===== src/rtl/i_cache_control.sv =====
// ---------------------------------------------------------------------------
// i_cache_control
//   Control FSM for a two-way instruction cache. Answers fetch requests in the
//   same cycle on a hit. On a miss it reads the line from L2, fills the
//   LRU-selected way, and then replays the lookup as a hit. It also keeps
//   saturating hit/miss performance counters.
//
// Ports
//   i_clk          system clock; all state changes on the rising edge
//   i_reset        synchronous, active-high reset
//   i_mem_read     fetch request (address held stable until o_mem_resp)
//   o_mem_resp     request complete; datapath read data valid this cycle
//   i_hit          datapath hit for the current address (combinational)
//   o_set_vals     fill strobe: write L2 line/tag/valid into the LRU way
//   o_lru_write    LRU update strobe for the current set
//   o_l2_read      L2 line read request
//   i_l2_resp      L2 line valid this cycle (one-cycle pulse)
//   i_perf_clr     synchronous clear of both counters
//   o_hit_count    saturating count of first-try hits
//   o_miss_count   saturating count of misses
//   o_busy         high while a refill is outstanding (ALLOCATE)
//   o_dbg_state    current FSM state (0 = IDLE, 1 = ALLOCATE)
//
// Handshake: a request is presented by holding i_mem_read high; it completes
// in the cycle where o_mem_resp is high. o_l2_read is held high until the
// single-cycle i_l2_resp pulse, which is only accepted in ALLOCATE.
// ---------------------------------------------------------------------------
module i_cache_control #(
  parameter int COUNT_WIDTH = 16
) (
  input  logic                   i_clk,
  input  logic                   i_reset,
  input  logic                   i_mem_read,
  output logic                   o_mem_resp,
  input  logic                   i_hit,
  output logic                   o_set_vals,
  output logic                   o_lru_write,
  output logic                   o_l2_read,
  input  logic                   i_l2_resp,
  input  logic                   i_perf_clr,
  output logic [COUNT_WIDTH-1:0] o_hit_count,
  output logic [COUNT_WIDTH-1:0] o_miss_count,
  output logic                   o_busy,
  output logic [0:0]             o_dbg_state
);

  typedef enum logic [0:0] {
    IDLE     = 1'b0,
    ALLOCATE = 1'b1
  } state_t;

  localparam logic [COUNT_WIDTH-1:0] COUNT_MAX = {COUNT_WIDTH{1'b1}};

  state_t                 r_state;
  state_t                 w_next_state;
  logic                   r_replay;
  logic                   w_next_replay;
  logic [COUNT_WIDTH-1:0] r_hit_count;
  logic [COUNT_WIDTH-1:0] r_miss_count;
  logic                   w_hit_inc;
  logic                   w_miss_inc;

  // State and replay flag. The replay flag marks the lookup that follows a
  // refill so that it is not counted as a first-try hit.
  always_ff @(posedge i_clk) begin
    if (i_reset) begin
      r_state  <= IDLE;
      r_replay <= 1'b0;
    end else begin
      r_state  <= w_next_state;
      r_replay <= w_next_replay;
    end
  end

  always_comb begin
    w_next_state  = r_state;
    w_next_replay = r_replay;
    o_mem_resp    = 1'b0;
    o_lru_write   = 1'b0;
    o_set_vals    = 1'b0;
    o_l2_read     = 1'b0;
    o_busy        = 1'b0;
    w_hit_inc     = 1'b0;
    w_miss_inc    = 1'b0;
    unique case (r_state)
      IDLE: begin
        if (!i_mem_read) begin
          // Requester walked away (e.g. after an abandoned miss).
          w_next_replay = 1'b0;
        end else if (i_hit) begin
          o_mem_resp    = 1'b1;
          o_lru_write   = 1'b1;
          w_hit_inc     = !r_replay;
          w_next_replay = 1'b0;
        end else begin
          w_next_state = ALLOCATE;
          w_miss_inc   = 1'b1;
        end
      end
      ALLOCATE: begin
        o_l2_read  = 1'b1;
        o_busy     = 1'b1;
        // L2 data is only valid in the response cycle, so fill then.
        o_set_vals = i_l2_resp;
        if (i_l2_resp) begin
          w_next_state  = IDLE;
          w_next_replay = 1'b1;
        end
      end
      default: begin
        w_next_state = IDLE;
      end
    endcase
  end

  // Saturating counters; clear wins over a same-cycle increment.
  always_ff @(posedge i_clk) begin
    if (i_reset || i_perf_clr) begin
      r_hit_count  <= '0;
      r_miss_count <= '0;
    end else begin
      if (w_hit_inc && (r_hit_count != COUNT_MAX)) begin
        r_hit_count <= r_hit_count + 1'b1;
      end
      if (w_miss_inc && (r_miss_count != COUNT_MAX)) begin
        r_miss_count <= r_miss_count + 1'b1;
      end
    end
  end

  assign o_hit_count  = r_hit_count;
  assign o_miss_count = r_miss_count;
  assign o_dbg_state  = r_state;

endmodule


===== config.mk =====
export PLATFORM = sky130hd
export DESIGN_NAME = i_cache_control
export DESIGN_NICKNAME = d
export VERILOG_FILES = /design/src/rtl/i_cache_control.sv
export SDC_FILE = /design/constraint.sdc
export NUM_CORES = 1
export LEC_CHECK = 0
export CAP_MARGIN = 20
export CORE_MARGIN = 5
export CORE_UTILIZATION = 52
export CTS_BUF_LIST = sky130_fd_sc_hd__clkbuf_16
export CTS_CLUSTER_SIZE = 40
export DETAILED_ROUTE_END_ITERATION = 10
export PLACE_DENSITY = 0.88
export SYNTH_ARGS = -nofsm -noshare
export SYNTH_HDL_FRONTEND = slang
export SYNTH_SLANG_ARGS = --single-unit

===== constraint.sdc =====
create_clock -name i_clk -period 3.1 [get_ports i_clk]
set_input_delay 0.62 -clock i_clk [delete_from_list [all_inputs] [get_ports i_clk]]
set_output_delay 0.62 -clock i_clk [all_outputs]
set_load 0.005 [all_outputs]

==> results of run 1 <==
## cell type report
| type | count | area (um^2) |
|---|---|---|
| clock inverters | 3 | 40.04 |
| well taps | 44 | 55.05 |
| inverters | 5 | 18.77 |
| multi-input cells | 155 | 942.2 |
| fillers | 233 | 770.7 |
| clock buffers | 5 | 125.1 |
| repair buffers | 45 | 445.4 |
| flip-flops and latches | 34 | 680.7 |
## synth_stat cells (2+ instances only)
library cell	n	area, um^2
xnor2_1	13	113.9
buf_4	3	22.52
nor4b_1	3	26.28
or3_1	3	18.77
a211oi_1	2	15.01
ha_1	2	25.02
nor3_1	9	45.04
dfxtp_1	34	680.7
o21ai_0	8	40.04
and2_1	3	18.77
nand3_1	10	50.05
nor3b_1	3	22.52
nand4_1	11	68.82
nand2_1	16	60.06
nor4_1	4	25.02
or4_1	2	15.01
a21oi_1	10	50.05
xor2_1	7	61.31
nor2_1	28	105.1
clkbuf_1	5	18.77
and3_1	2	12.51
and4_1	3	26.28
inv_1	5	18.77
o211ai_1	2	15.01
## state kept, by name (all words and copies together), names as in the netlist
name	flops
r_replay	1
o_dbg_state	1
o_miss_count	16
o_hit_count	16
## report_power, final
part	switching, mW	internal [mW]
Combinational	0.0211	0.0223
Clock	0.179	0.376
Sequential	0.00357	0.439
Total	0.204	0.837
## through the flow
stage | hold WS, ns | setup slack, ns | area (um^2)
finish | 0.4917 | 0.5901 | 2307
global route | 0.5114 | 0.5442 | 2307
CTS | 0.4944 | 0.5895 | 2307
detailed placement | 0.4883 | 0.5823 | 2142
global placement | 0.4699 | 0.6096 | 2142
floorplan | 0.4429 | 1.348 | 1683
## per-layer routing
layer,vias to the layer above,part of all wire,wire (um),GRT usage
met3,9,0.065,273,0.05734
met4,0,0.025,104,0.09367
met1,737,0.44,1848,0.2357
met2,59,0.47,1942,0.3416
met5,-,0,0,0
li1,812,-,-,-
## how the worst max path moves through the flow
stage	slack, ns	from	cells past startpoint	end
6_report	0.59	i_hit	3	o_lru_write
5_1_grt	0.54	i_hit	3	o_mem_resp
4_1_cts	0.59	i_hit	3	o_lru_write
3_5_place_dp	0.58	i_mem_read	6	o_miss_count[11]
3_3_place_gp	0.61	i_hit	3	o_lru_write
2_1_floorplan	1.35	i_hit	5	o_miss_count[11]
## layout by cell type (no fill, tap or decap), drive strengths merged, types with 2 or more instances in the layout
master / netlist / final
clkdlybuf4s50: 0 / 43
dfxtp: 34 / 34
nor2: 28 / 28
nand2: 16 / 16
xnor2: 13 / 13
nand4: 11 / 11
nand3: 10 / 10
a21oi: 10 / 10
nor3: 10 / 10
o21ai: 9 / 9
xor2: 7 / 7
inv: 5 / 5
clkbuf: 5 / 5
nor4: 5 / 5
nor3b: 4 / 4
or3: 4 / 4
nor4b: 3 / 3
and2: 3 / 3
and4: 3 / 3
and3: 3 / 3
or4: 3 / 3
a211oi: 2 / 2
o211ai: 2 / 2
ha: 2 / 2
clkinv: 0 / 2
buf: 3 / 2
## logic make-up (layout without fill, tap and decap cells)
family                   after synthesis  in the layout  share of synthesized area
flip-flops                            34             34                     0.4045
adder cells (fa/ha/maj)                2              2                    0.01487
buffers and inverters                 13             58                    0.03569
XOR/XNOR                              20             20                     0.1041
AND/OR/NAND/NOR                      108            108                     0.3569
AO/OA/AOI/OAI                         25             25                    0.08401
## tightest hold or removal path: cells and delay by family, from the launching register on
kind               cells  cell delay (ns)
DFF                    1             0.30
AOI/OAI and AO/OA      2             0.13
==> impl_metrics.env, run 1 <==
export IMPL_reg2reg_to="o_hit_count[7]"
export IMPL_antenna_left=0
export IMPL_max_slew_margin=0.4206
export IMPL_setup_viol=0
export IMPL_slew_viol_final=0
export IMPL_grt_pass1_vias=1514
export IMPL_netlist_instances=202
export IMPL_numClockSinks=34
export IMPL_fp_dieW_um=66.89
export IMPL_area_growth_pct=37.10
export IMPL_ir_worst_vdd_mv=0.3057
export IMPL_dieArea_um2=4474
export IMPL_worstSetupPathType="in2out"
export IMPL_crit_fanout=4
export IMPL_fp_dieH_um=66.89
export IMPL_rsz0062_at_grt="no"
export IMPL_grt_pass1_wl_um=6844
export IMPL_crit_arrival_ns=1.89
export IMPL_max_freq_mhz=398.4
export IMPL_antenna_found_initial=0
export IMPL_status="completed"
export IMPL_drtIter0Drc=76
export IMPL_crit_chain="clkdlybuf4s50_1, and3b_1, clkdlybuf4s50_1"
export IMPL_fin_crit_sh=0.8097
export IMPL_power_mw=1.041
export IMPL_path_common_cell="clkdlybuf4s50_1"
export IMPL_fin_util=0.7496
export IMPL_drv_cap=0
export IMPL_wl_per_cell_um=14.32
export IMPL_cts_tree="built"
export IMPL_crit_buf_inv=2
export IMPL_hp_class="reg2reg"
export IMPL_insertedDiodeCount=0
export IMPL_cp_start_kind="input port"
export IMPL_crit_required_ns=2.48
export IMPL_drive_gt1_frac=0.06883
export IMPL_synth_main_ff_cell="dfxtp_1"
export IMPL_synth_cell_types=38
export IMPL_worst_pin_slew_ns=0.8620
export IMPL_reg2reg_depth=6
export IMPL_cts_root_buf="clkbuf_16"
export IMPL_rr_startpoint="o_hit_count[0]"
export IMPL_core_um2=3078
export IMPL_grt_max_degree=31
export IMPL_dp_cells=283
export IMPL_cellLeakagePower_nw=0.7163
export IMPL_first_pass_iters=4
export IMPL_cts_buffers=5
export IMPL_yosysSeqAreaShare=0.4045
export IMPL_cpPeakStageDelay_ns=0.57
export IMPL_postCtsSetupRepairBufs=0
export IMPL_instances_no_fill=291
export IMPL_ctsHoldBuffers=0
export IMPL_port_buffer_count=43
export IMPL_grt_usage=0.2029
export IMPL_cts_resized=0
export IMPL_boundaryPins=44
export IMPL_setup_tns_ns=0
export IMPL_r2r_setup_slack_ns=1.04
export IMPL_synth_edff_count=0
export IMPL_synth_fp_nets=210
export IMPL_num_vias=1617
export IMPL_syn_avg_cell_area_um2=8.331
export IMPL_clk_latency_ns=0.28
export IMPL_worstHoldEndpoint="r_replay"
export IMPL_holdCritStartpoint="r_replay"
export IMPL_initial_core_util=0.5467
export IMPL_cpMaxStageDelayCell="clkdlybuf4s50_1"
export IMPL_end_kind="output pin"
export IMPL_fin_worst_skew_ns=0.003623
export IMPL_grt_overflow=0
export IMPL_yosys_warnings=0
export IMPL_ys_ff_latch=34
export IMPL_gp_congestion=0.8291
export IMPL_min_period_ns=2.510
export IMPL_dp_hpwl_um=2937
export IMPL_num_rows=20
export IMPL_cts_buffer_depth=2
export IMPL_path_clk_slew_ns=0.05
export IMPL_hold_viol=0
export IMPL_num_nets_final=254
export IMPL_route_detailed_drc=0
export IMPL_finalWirelength_um=4168
export IMPL_synth_cell_area_um2=1683
export IMPL_crit_family="buffers and inverters"
export IMPL_hold_depth=2
export IMPL_p_per_area_nw_per_um2=451.3
export IMPL_htree_levels=2
export IMPL_via_per_inst=5.557
export IMPL_async_flop_share=0
Note: power is estimated with default switching activity, not from simulation.
==> run 2, diff against run 1 <==
- CORE_UTILIZATION: 52 -> 43
- PLACE_DENSITY: 0.88 -> 0.78
- clock period: 3.1 -> 2.1 ns (I/O delays scaled with it)
==> run 2 against run 1 <==
Cell count up 4.1%. Critical endpoint is now o_set_vals. Die area up 18%. Register-to-register slack worse by 0.69 ns. Sequential power up 48%. Clock skew about the same. Routed wire length down 4.4%. Highest routed layer unchanged. Sequential share of layout area down 0.52 points. Setup slack worse by 0.43 ns. Count of clock-buffer cells in the layout unchanged. Critical path depth up 1.
==> impl_metrics.env, run 2 (synthesized netlist as in run 1, its figures left out) <==
export IMPL_status="completed"
export IMPL_finalWirelength_um=3985
export IMPL_drtIter0Drc=111
export IMPL_max_freq_mhz=515.0
export IMPL_holdCritStartpoint="r_replay"
export IMPL_max_slew_margin=0.6616
export IMPL_cts_buffer_depth=2
export IMPL_path_clk_slew_ns=0.05
export IMPL_grt_pass1_wl_um=6810
export IMPL_worstHoldEndpoint="r_replay"
export IMPL_drive_gt1_frac=0.09020
export IMPL_cts_tree="built"
export IMPL_gp_congestion=0.7604
export IMPL_layout_setup_ws_ns=0.1581
export IMPL_reg2reg_depth=4
export IMPL_antenna_found_initial=0
export IMPL_clk_latency_ns=0.27
export IMPL_cp_start_kind="input port"
export IMPL_ctsHoldBuffers=0
export IMPL_rr_startpoint="o_hit_count[7]"
export IMPL_setup_viol=0
export IMPL_port_buffer_count=43
export IMPL_fp_dieH_um=72.56
export IMPL_hold_viol=0
export IMPL_num_rows=22
export IMPL_first_pass_iters=4
export IMPL_crit_arrival_ns=1.52
export IMPL_slew_viol_final=0
export IMPL_core_um2=3716
export IMPL_ir_worst_vdd_mv=0.2897
export IMPL_boundaryPins=44
export IMPL_initial_core_util=0.4529
export IMPL_grt_usage=0.1612
export IMPL_cts_root_buf="clkbuf_16"
export IMPL_fp_dieW_um=72.56
export IMPL_numClockSinks=34
export IMPL_crit_required_ns=1.68
export IMPL_min_period_ns=1.942
export IMPL_route_detailed_drc=0
export IMPL_area_growth_pct=39.55
export IMPL_reg2reg_to="o_hit_count[15]"
export IMPL_dieArea_um2=5265
export IMPL_r2r_setup_slack_ns=0.35
export IMPL_fin_util=0.6320
export IMPL_drv_cap=0
export IMPL_insertedDiodeCount=0
export IMPL_cellLeakagePower_nw=0.7581
export IMPL_worstSetupPathType="in2out"
export IMPL_wl_per_cell_um=13.15
export IMPL_rsz0062_at_grt="no"
export IMPL_grt_max_degree=31
export IMPL_p_per_area_nw_per_um2=590.2
export IMPL_hp_class="reg2reg"
export IMPL_hold_depth=2
export IMPL_layout_common_cells="41 x clkdlybuf4s50_1, 34 x dfxtp_1, 28 x nor2_1"
export IMPL_power_mw=1.386
export IMPL_cts_buffers=5
export IMPL_num_vias=1623
export IMPL_final_common_cell="clkdlybuf4s50_1"
export IMPL_fin_worst_skew_ns=0.003795
export IMPL_crit_fanout=2
export IMPL_worst_pin_slew_ns=0.5013
export IMPL_dp_worst_setup_slack_ns=-0.06352
export IMPL_num_nets_final=263
export IMPL_grt_pass1_vias=1511
export IMPL_end_kind="output pin"
export IMPL_via_per_inst=5.356
export IMPL_fin_crit_sh=0.9247
export IMPL_dp_hpwl_um=2898
export IMPL_htree_levels=2
export IMPL_antenna_left=0
export IMPL_grt_overflow=0
[run 2: cell types whose count changed in the layout (fill, tap and decap cells not counted)]
cell             delta
dlygate4sd2_1       +1
clkdlybuf4s50_1     -2
clkinv_2            -2
dlymetal6s2s_1      +1
bufinv_16           -1
buf_4               +9
inv_1               +2
[run 2: how the worst max path moves through the flow]
stage | from | end | slack (ns) | cells after the start
floorplan | o_hit_count[0] | o_hit_count[0] | 0.43 | 6
global placement | i_mem_read | o_miss_count[11] | -0.08 | 6
detailed placement | i_mem_read | o_miss_count[13] | -0.06 | 6
CTS | i_mem_read | o_mem_resp | 0.05 | 3
global route | i_l2_resp | o_set_vals | 0.09 | 4
finish | i_l2_resp | o_set_vals | 0.16 | 4
[run 2: power breakdown]
part           total (mW)  internal (mW)  switching (mW)
sequential          0.655          0.649         0.00520
clock               0.665          0.423           0.243
combinational      0.0660         0.0345          0.0315
[run 2: worst max-delay path: stages]
cell and delay, ns:
clkdlybuf4s50_1 0.47, nand2_1 0.07, inv_1 0.07, clkdlybuf4s50_1 0.49
[run 2: layout make-up]
type                       count  area [um^2]
timing repair buffer          54        514.2
tap                           48        60.06
multi-input combinational    155        942.2
sequential                    34        680.7
fill                         324         1368
inverter                       5        18.77
clock inverter                 2        7.507
clock buffer                   5        125.1
[run 2: repair_timing]
action | 4_1_cts | 5_1_grt
setup endpoints to repair | 2 | 4
gates resized for setup | 1 | 1
buffers inserted | 0 | 1
pin swaps | 0 | 1
[run 2: stage by stage]
stage | cell area (um^2) | std cells | hold WS [ns] | TNS, ns
3_3_place_gp | 2207 | 295 | 0.4741 | -0.2354
2_1_floorplan | 1683 | 202 | 0.4429 | 0
3_5_place_dp | 2207 | 295 | 0.5008 | -0.3117
4_1_cts | 2338 | 302 | 0.5109 | 0
6_report | 2349 | 303 | 0.5090 | 0
5_1_grt | 2349 | 303 | 0.5258 | 0
[run 2: layer usage]
| metal | track usage | routed length (um) | vias to the layer above |
|---|---|---|---|
| met5 | 0 | 0 | - |
| met4 | 0.05533 | 56 | 0 |
| met3 | 0.05125 | 264 | 7 |
| met2 | 0.2525 | 1734 | 40 |
| met1 | 0.2084 | 1929 | 744 |
| li1 | - | - | 832 |
==> run 3, diff against run 2 <==
- SLEW_MARGIN: not set -> 10
==> results of run 3 <==
The final DEF is identical to that of run 2; final timing and power are the same.
